===== config.mk =====
export PLATFORM = sky130hd
export DESIGN_NAME = phase_sequencer
export DESIGN_NICKNAME = d
export VERILOG_FILES = /design/src/rtl/simple_pkg.sv /design/src/rtl/phase_sequencer_retire_counter.sv /design/src/rtl/phase_sequencer.sv
export SDC_FILE = /design/constraint.sdc
export NUM_CORES = 1
export LEC_CHECK = 0
export CAP_MARGIN = 0
export CORE_ASPECT_RATIO = 0.5
export CORE_MARGIN = 1
export CORE_UTILIZATION = 43
export DETAILED_ROUTE_END_ITERATION = 10
export GPL_TIMING_DRIVEN = 0
export PLACE_DENSITY_LB_ADDON = 0.08
export SLEW_MARGIN = 20
export SYNTH_ARGS = -nofsm -noshare
export SYNTH_HDL_FRONTEND = slang
export SYNTH_SLANG_ARGS = --single-unit

===== constraint.sdc =====
create_clock -name clk -period 1.85 [get_ports clk]
set_clock_uncertainty 0.1 [all_clocks]
set_input_delay 0.2775 -clock clk [delete_from_list [all_inputs] [get_ports clk]]
set_output_delay 0.2775 -clock clk [all_outputs]
set_load 0.01 [all_outputs]

===== src/rtl/simple_pkg.sv =====
// Shared definitions for the SIMPLE multicycle core sequencer.
// Holds the state encoding and the default phase count.
package simple_pkg;

  localparam int DEF_NPHASE = 5;

  typedef enum logic [1:0] {
    ST_IDLE = 2'd0,
    ST_RUN  = 2'd1,
    ST_STEP = 2'd2,
    ST_HALT = 2'd3
  } state_t;

endpackage


===== src/rtl/phase_sequencer_retire_counter.sv =====
// Retired-instruction counter: wraps modulo 2**CNT_W, bumps once per enabled cycle.
module retire_counter #(
  parameter int CNT_W = 16
) (
  input  logic             clk,
  input  logic             reset,
  input  logic             en,
  output logic [CNT_W-1:0] count
);

  always_ff @(posedge clk) begin
    if (reset) begin
      count <= '0;
    end else if (en) begin
      count <= count + CNT_W'(1);
    end
  end

endmodule


===== src/rtl/phase_sequencer.sv =====
// Multi-phase instruction sequencer: one-hot single-cycle phase enables with
// run/step/halt modes, early skip, stall and a retired-instruction counter.
module phase_sequencer
  import simple_pkg::*;
#(
  parameter int NPHASE = DEF_NPHASE,
  parameter int PW     = 4,
  parameter int CNT_W  = 16
) (
  input  logic              clk,
  input  logic              reset,
  input  logic              run,
  input  logic              step,
  input  logic              halt_req,
  input  logic              skip,
  input  logic              stall,
  input  logic              resume,
  output logic [NPHASE-1:0] phase_en,
  output logic [PW-1:0]     phase_idx,
  output logic              last_phase,
  output logic              running,
  output logic              halted,
  output logic [CNT_W-1:0]  instr_count
);

  state_t        state, state_next;
  logic [PW-1:0] idx, idx_next;
  logic          in_instr, active, retire;

  always_ff @(posedge clk) begin
    if (reset) begin
      state <= ST_IDLE;
      idx   <= '0;
    end else begin
      state <= state_next;
      idx   <= idx_next;
    end
  end

  // Mode is only re-evaluated once an instruction retires, so a run change
  // mid-instruction lets the current instruction finish.
  always_comb begin
    in_instr   = (state == ST_RUN) || (state == ST_STEP);
    active     = in_instr && !stall;
    last_phase = in_instr && (skip || (idx == PW'(NPHASE - 1)));
    retire     = active && last_phase;
    phase_en   = '0;
    state_next = state;
    idx_next   = idx;

    if (active) begin
      phase_en = NPHASE'(1) << idx;
      idx_next = last_phase ? '0 : idx + PW'(1);
    end

    case (state)
      ST_IDLE: begin
        if (run) begin
          state_next = ST_RUN;
        end else if (step) begin
          state_next = ST_STEP;
        end
      end
      ST_RUN, ST_STEP: begin
        if (retire) begin
          if (halt_req) begin
            state_next = ST_HALT;
          end else if ((state == ST_STEP) || !run) begin
            state_next = ST_IDLE;
          end else begin
            state_next = ST_RUN;
          end
        end
      end
      ST_HALT: begin
        idx_next = '0;
        if (resume) begin
          state_next = ST_IDLE;
        end
      end
      default: begin
        state_next = ST_IDLE;
        idx_next   = '0;
      end
    endcase
  end

  assign phase_idx = idx;
  assign running   = in_instr;
  assign halted    = (state == ST_HALT);

  retire_counter #(
    .CNT_W(CNT_W)
  ) u_retire (
    .clk  (clk),
    .reset(reset),
    .en   (retire),
    .count(instr_count)
  );

endmodule


Word-level counts from Yosys, hierarchy flattened
Index checks and enable logic that the tools add are counted.
Word-level totals
  bits in registers: 22
  output and inout port bits: 28
  logic and storage cells: 34
  bits of input ports: 8
Cells by class
  mux-type cells: 9
  add/subtract/negate cells: 2
  shift operators: 1
  reduce and logical (&&, ||, !) cells: 12
  equal/unequal tests: 7
Operators by type and width (number)
  adder 16 x 1 -> 16 bit, second input constant: 1
  2-to-1 mux 2 bit: 5
  one-hot mux 2 bit (3 select lines): 1
  2-to-1 mux 5 bit: 1
  left shift 1 x 4 -> 5 bit, first input constant: 1
  adder 4 x 1 -> 4 bit, second input constant: 1
  equality test 2 bit, second input constant: 2
  equality test 4 x 3 -> 1 bit, second input constant: 1
  2-to-1 mux 4 bit: 1
  != test 2 bit, second input constant: 2
  OR reduction 2 bit: 2
  logical AND 1 bit: 3
  logical OR 1 bit: 3
  != test 3 bit, second input constant: 1
  AND reduction 3 bit: 1
  equality test 2 x 1 -> 1 bit, second input constant: 1
  zero test 1 bit: 2
  zero test 2 bit: 1
  2-to-1 mux 1 bit: 1

Logic depth before layout (Yosys ltp)
  depth after elaboration: 6
  depth in mapped cells: 8
  gate-level depth less buffers: 6

Cells and area by module
From an unflattened synthesis, not the netlist that was laid out.
Unflattened totals
  cells, all modules: 151
  area total of the unflattened synthesis: 1288.7 µm²
By module, submodules not included
  retire_counter: instances 1, cells each 83, area an instance 757.0 µm², seq. area each 320.3 µm²
  phase_sequencer: instances 1, cells each 68, area an instance 531.8 µm², seq. area each 120.1 µm²

Least setup slack after synthesis
Ideal clock, no wire load.
  path type: register to register
  start: reg state[1]
  end: reg u_retire.count[13]
  clock period less this slack: 1.942 ns
  library setup time: 0.071 ns
  slack: -0.092 ns
  stages on the path, launching flop included: 7
  data required time: 1.679 ns
  buffers on the path: 0
  arrival time: 1.771 ns
  path through: dfxtp_1 inv_1 ha_1 and2b_2 o211ai_4 or4_1 a21oi_1
Between the ends
  word-level cells in the longest chain between the ends: 4
  elaborated cells between the ends (all ways): 6
  those cells by class: eq/ne (2); reduce/logical (4)
Ends and longest elaborated chain
  start, declared: line phase_sequencer.sv:26  | state_t state, state_next;
  start signal, assigned: line phase_sequencer.sv:35  | state <= state_next;
  equality test 2 x 1 -> 1 bit or equality test 2 bit (tied branches): line phase_sequencer.sv:43  | in_instr = (state == ST_RUN) || (state == ST_STEP);
  logical OR 1 bit *: line phase_sequencer.sv:43
  via running: line phase_sequencer.sv:21  | output logic running,
  logical AND 1 bit, on equally long branches: line phase_sequencer.sv:44, phase_sequencer.sv:45
  logical AND 1 bit *: line phase_sequencer.sv:46  | retire = active && last_phase;
  end signal, assigned: line phase_sequencer_retire_counter.sv:15  | count <= count + CNT_W'(1);
  end, declared: line phase_sequencer_retire_counter.sv:8  | output logic [CNT_W-1:0] count
The timed path passes the listed nets; every way through them passes the cells marked *.
A chain may end at the register's enable or synchronous reset.

Worst setup path after layout
  start: reg state[1]
  end: reg u_retire.count[10]
Between the ends
  word-level cells in the longest chain between the ends: 4
  elaborated cells between the ends (all ways): 6
  those cells by class: eq/ne (2); reduce/logical (4)
Ends and longest elaborated chain (line)
  equality test 2 x 1 -> 1 bit or equality test 2 bit (tied branches): phase_sequencer.sv:43
  logical OR 1 bit *: phase_sequencer.sv:43
  logical AND 1 bit, on equally long branches: phase_sequencer.sv:44, phase_sequencer.sv:45
  logical AND 1 bit *: phase_sequencer.sv:46
Every way passes the cells marked *; elsewhere a longest branch is shown, timed or not.

==> reports/results.ini <==
[logic_synthesis]
synthXorXnorAreaFrac = 0.0407
post-synth-top-area-cell = dfxtp_1
syn_inst = 146
ys_async_sr_fraction = 0
ys_seq_area_frac = 0.341
syn_nets = 164
avgSynthCellArea_um2 = 8.84
synth_cell_types = 37
yosys-top-cells-area = dfxtp_1, ha_1, a21oi_1
synth_edf_count = 0
yosys_warnings = 0
synth_top_family_by_area = simple AND/OR/NAND/NOR gates
synth_top_area_frac = 0.341
synthAdderAreaFrac = 0.0970
synth_mux_area_frac = 0.00776
yosys.area_share.simple = 0.253
syn-cell-area_um2 = 1290
synth_compound_area_frac = 0.210
synth_seq_cells = 22
ys.flop_type = dfxtp_1

[detailed_routing]
drtPass1Iterations = 4
drt-initial-drc-count = 55
via_per_inst = 5.60
ant_nets = 0
drc = 0
vias = 1394
wire_per_inst_um = 15.4
totalWireLength_mm = 3.83

[finish]
antenna_cells = 0
fin_nets = 231
fillCellCount = 182
syn2layout_area_growth_pct = 63.2
drive_gt1_frac = 0.335
layoutNonFillerInstCount = 249

[global_routing]
grt_max_degree = 14
track_usage = 0.238
grt_pass1_wl_mm = 5.59
antenna_found_initial = 0
grt_pass1_vias = 1199
grt_remaining_overflow = 0

[floorplanning]
die_x_um = 79.5
die_h_um = 40.7
floorplan.initialDensity = 0.475
num_io_pins = 36
die-area_um2 = 3240
std_cell_rows = 13
core-area_um2 = 2720

[min_path]
holdCritPathClass = register to register

[placement]
post-place-ws_ps = -541
numPlacedInstances = 218
place_congestion = 0.834
port_buffers = 35
dp_hpwl_mm = 2.14

[sta]
setup_violations = 12
rsz0062_at_grt = yes
finalCriticalPeriod_ps = 1960
clock.fmax_mhz = 511
drv_slew = 0
setup_ws_ps = -107
min_period_over_period = 1.06
finalHoldViolations = 0
max_slew_margin = 0.586
tightest_slew_ps = 621

[power]
p_sw_mw = 0.566
seqPwrFrac = 0.294
leakage_nw = 0.803
clockPowerShare = 0.253
vdd_ir_drop_max_mv = 0.750
p_per_area_nw_per_um2 = 860
power.share.switching = 0.313
p_int_mw = 1.24
pwr-share-comb = 0.453

[critical_path]
endpoint_kind = register
worstPathRequired_ps = 1950
cp.arrival_ps = 2060
crit_type = register to register
crit_path_start_kind = register
cp_max_fo = 5

[cts]
numCtsBuffers = 3
path_clk_slew_ps = 80
hold_buffers = 0
cts_tree = done
clock_latency_ps = 270
htreeDepth = 1
cts-root-buf = clkbuf_8
cts.sinks = 22
clk_path_buf_depth = 2

[outcome]
violations = setup timing
status = finished with violations

[job]
drv_cap = 0

## per-layer routing
metal	up-vias	global-route usage	part of all wire
li1	676	-	-
met1	666	0.294	0.47
met2	48	0.427	0.48
met3	4	0.0600	0.043
met4	0	0.0682	0.0055
met5	-	0	0
## cells in the mapped netlist, drive strengths merged (2+ instances only)
| library cell | count |
|---|---|
| a21oi | 15 |
| a311oi | 2 |
| and2 | 2 |
| and3 | 6 |
| and4 | 2 |
| buf | 3 |
| clkbuf | 2 |
| dfxtp | 22 |
| ha | 10 |
| inv | 9 |
| nand2 | 6 |
| nand2b | 3 |
| nand3 | 5 |
| nor2 | 11 |
| nor2b | 2 |
| nor3 | 3 |
| nor4 | 2 |
| o211ai | 4 |
| o21ai | 4 |
| o31ai | 8 |
| or3 | 3 |
| or4 | 6 |
| xor2 | 6 |
## layout make-up
type                    instances  area, um^2  share of cell area
inverters                       9        36.3              0.0172
clock inverters                 1        30.0              0.0143
flip-flops and latches         22         450               0.214
clock buffers                   3        41.3              0.0196
well taps                      37        46.3              0.0220
multi-input cells             110         897               0.426
plain buffers                   5        41.3              0.0196
repair buffers                 62         563               0.267
## metrics by stage
stage          hold WS, ps  instance area, um^2   util  setup TNS, ps  power (mW)
5_1_grt                418                 2110  0.775          -1370        1.89
3_3_place_gp           370                 1700  0.626          -4820       0.994
6_report               396                 2110  0.775           -465        1.81
4_1_cts                402                 2000  0.737           -176        1.71
3_5_place_dp           386                 1700  0.626          -5360        1.00
2_1_floorplan          250                 1300      -              0       0.832
## path summary, 6_finish.rpt
path                                           end  cells past startpoint          startpoint  slack (ps)
worst max-delay path            u_retire.count[10]                      8            state[1]        -110
worst min register to register  u_retire.count[15]                      2  u_retire.count[15]         400
worst max register to register  u_retire.count[10]                      8            state[1]        -110
worst min-delay path            u_retire.count[15]                      2  u_retire.count[15]         400
## timing repair
action | 4_1_cts | 5_1_grt
setup buffers | 24 | 2
endpoints found under the setup margin | 23 | 20
pin swaps | 23 | 6
gates resized for setup | 52 | 24
gates cloned | 1 | 0
## kinds of logic (layout without fill, tap and decap cells)
kind of cell,after synthesis,in the layout
AND/OR/NAND/NOR,55,55
AO/OA/AOI/OAI,38,38
flip-flops,22,22
buffers and inverters,14,80
adder cells (fa/ha/maj),10,10
XOR/XNOR,6,6
multiplexers,1,1
## power groups by stage
stage / Clock [mW] / Sequential, mW / Combinational, mW
after CTS: 0.470 / 0.527 / 0.716
after floorplan: 0 / 0.541 / 0.290
final: 0.459 / 0.532 / 0.819
after global placement: 0 / 0.543 / 0.451
after global routing: 0.488 / 0.534 / 0.866
after detailed placement: 0 / 0.544 / 0.456
## cell usage in the layout (no fill, tap or decap), drive strengths merged, types with 4 or more instances in the layout
cell | Yosys | final
clkbuf | 2 | 6
clkdlybuf4s50 | 0 | 27
inv | 9 | 9
nor2 | 11 | 11
and3 | 6 | 6
nand3 | 5 | 5
or4 | 6 | 6
ha | 10 | 10
o21ai | 4 | 4
nand2 | 6 | 6
buf | 3 | 35
o31ai | 8 | 8
o211ai | 4 | 4
dfxtp | 22 | 22
a21oi | 15 | 15
xor2 | 6 | 6
## flip-flops by register name, summed over array words and instances, names as in the netlist
signal	flops
phase_idx	4
state	2
u_retire.count	16
## critical path, stage by stage (launching register included)
cell and delay [ps]:
dfxtp_2 350, inv_2 50, ha_4 280, buf_6 100
and2b_4 150, buf_6 120, o211ai_4 100, or4_1 500
a21oi_2 130
Power figures use the tool's default switching activity.
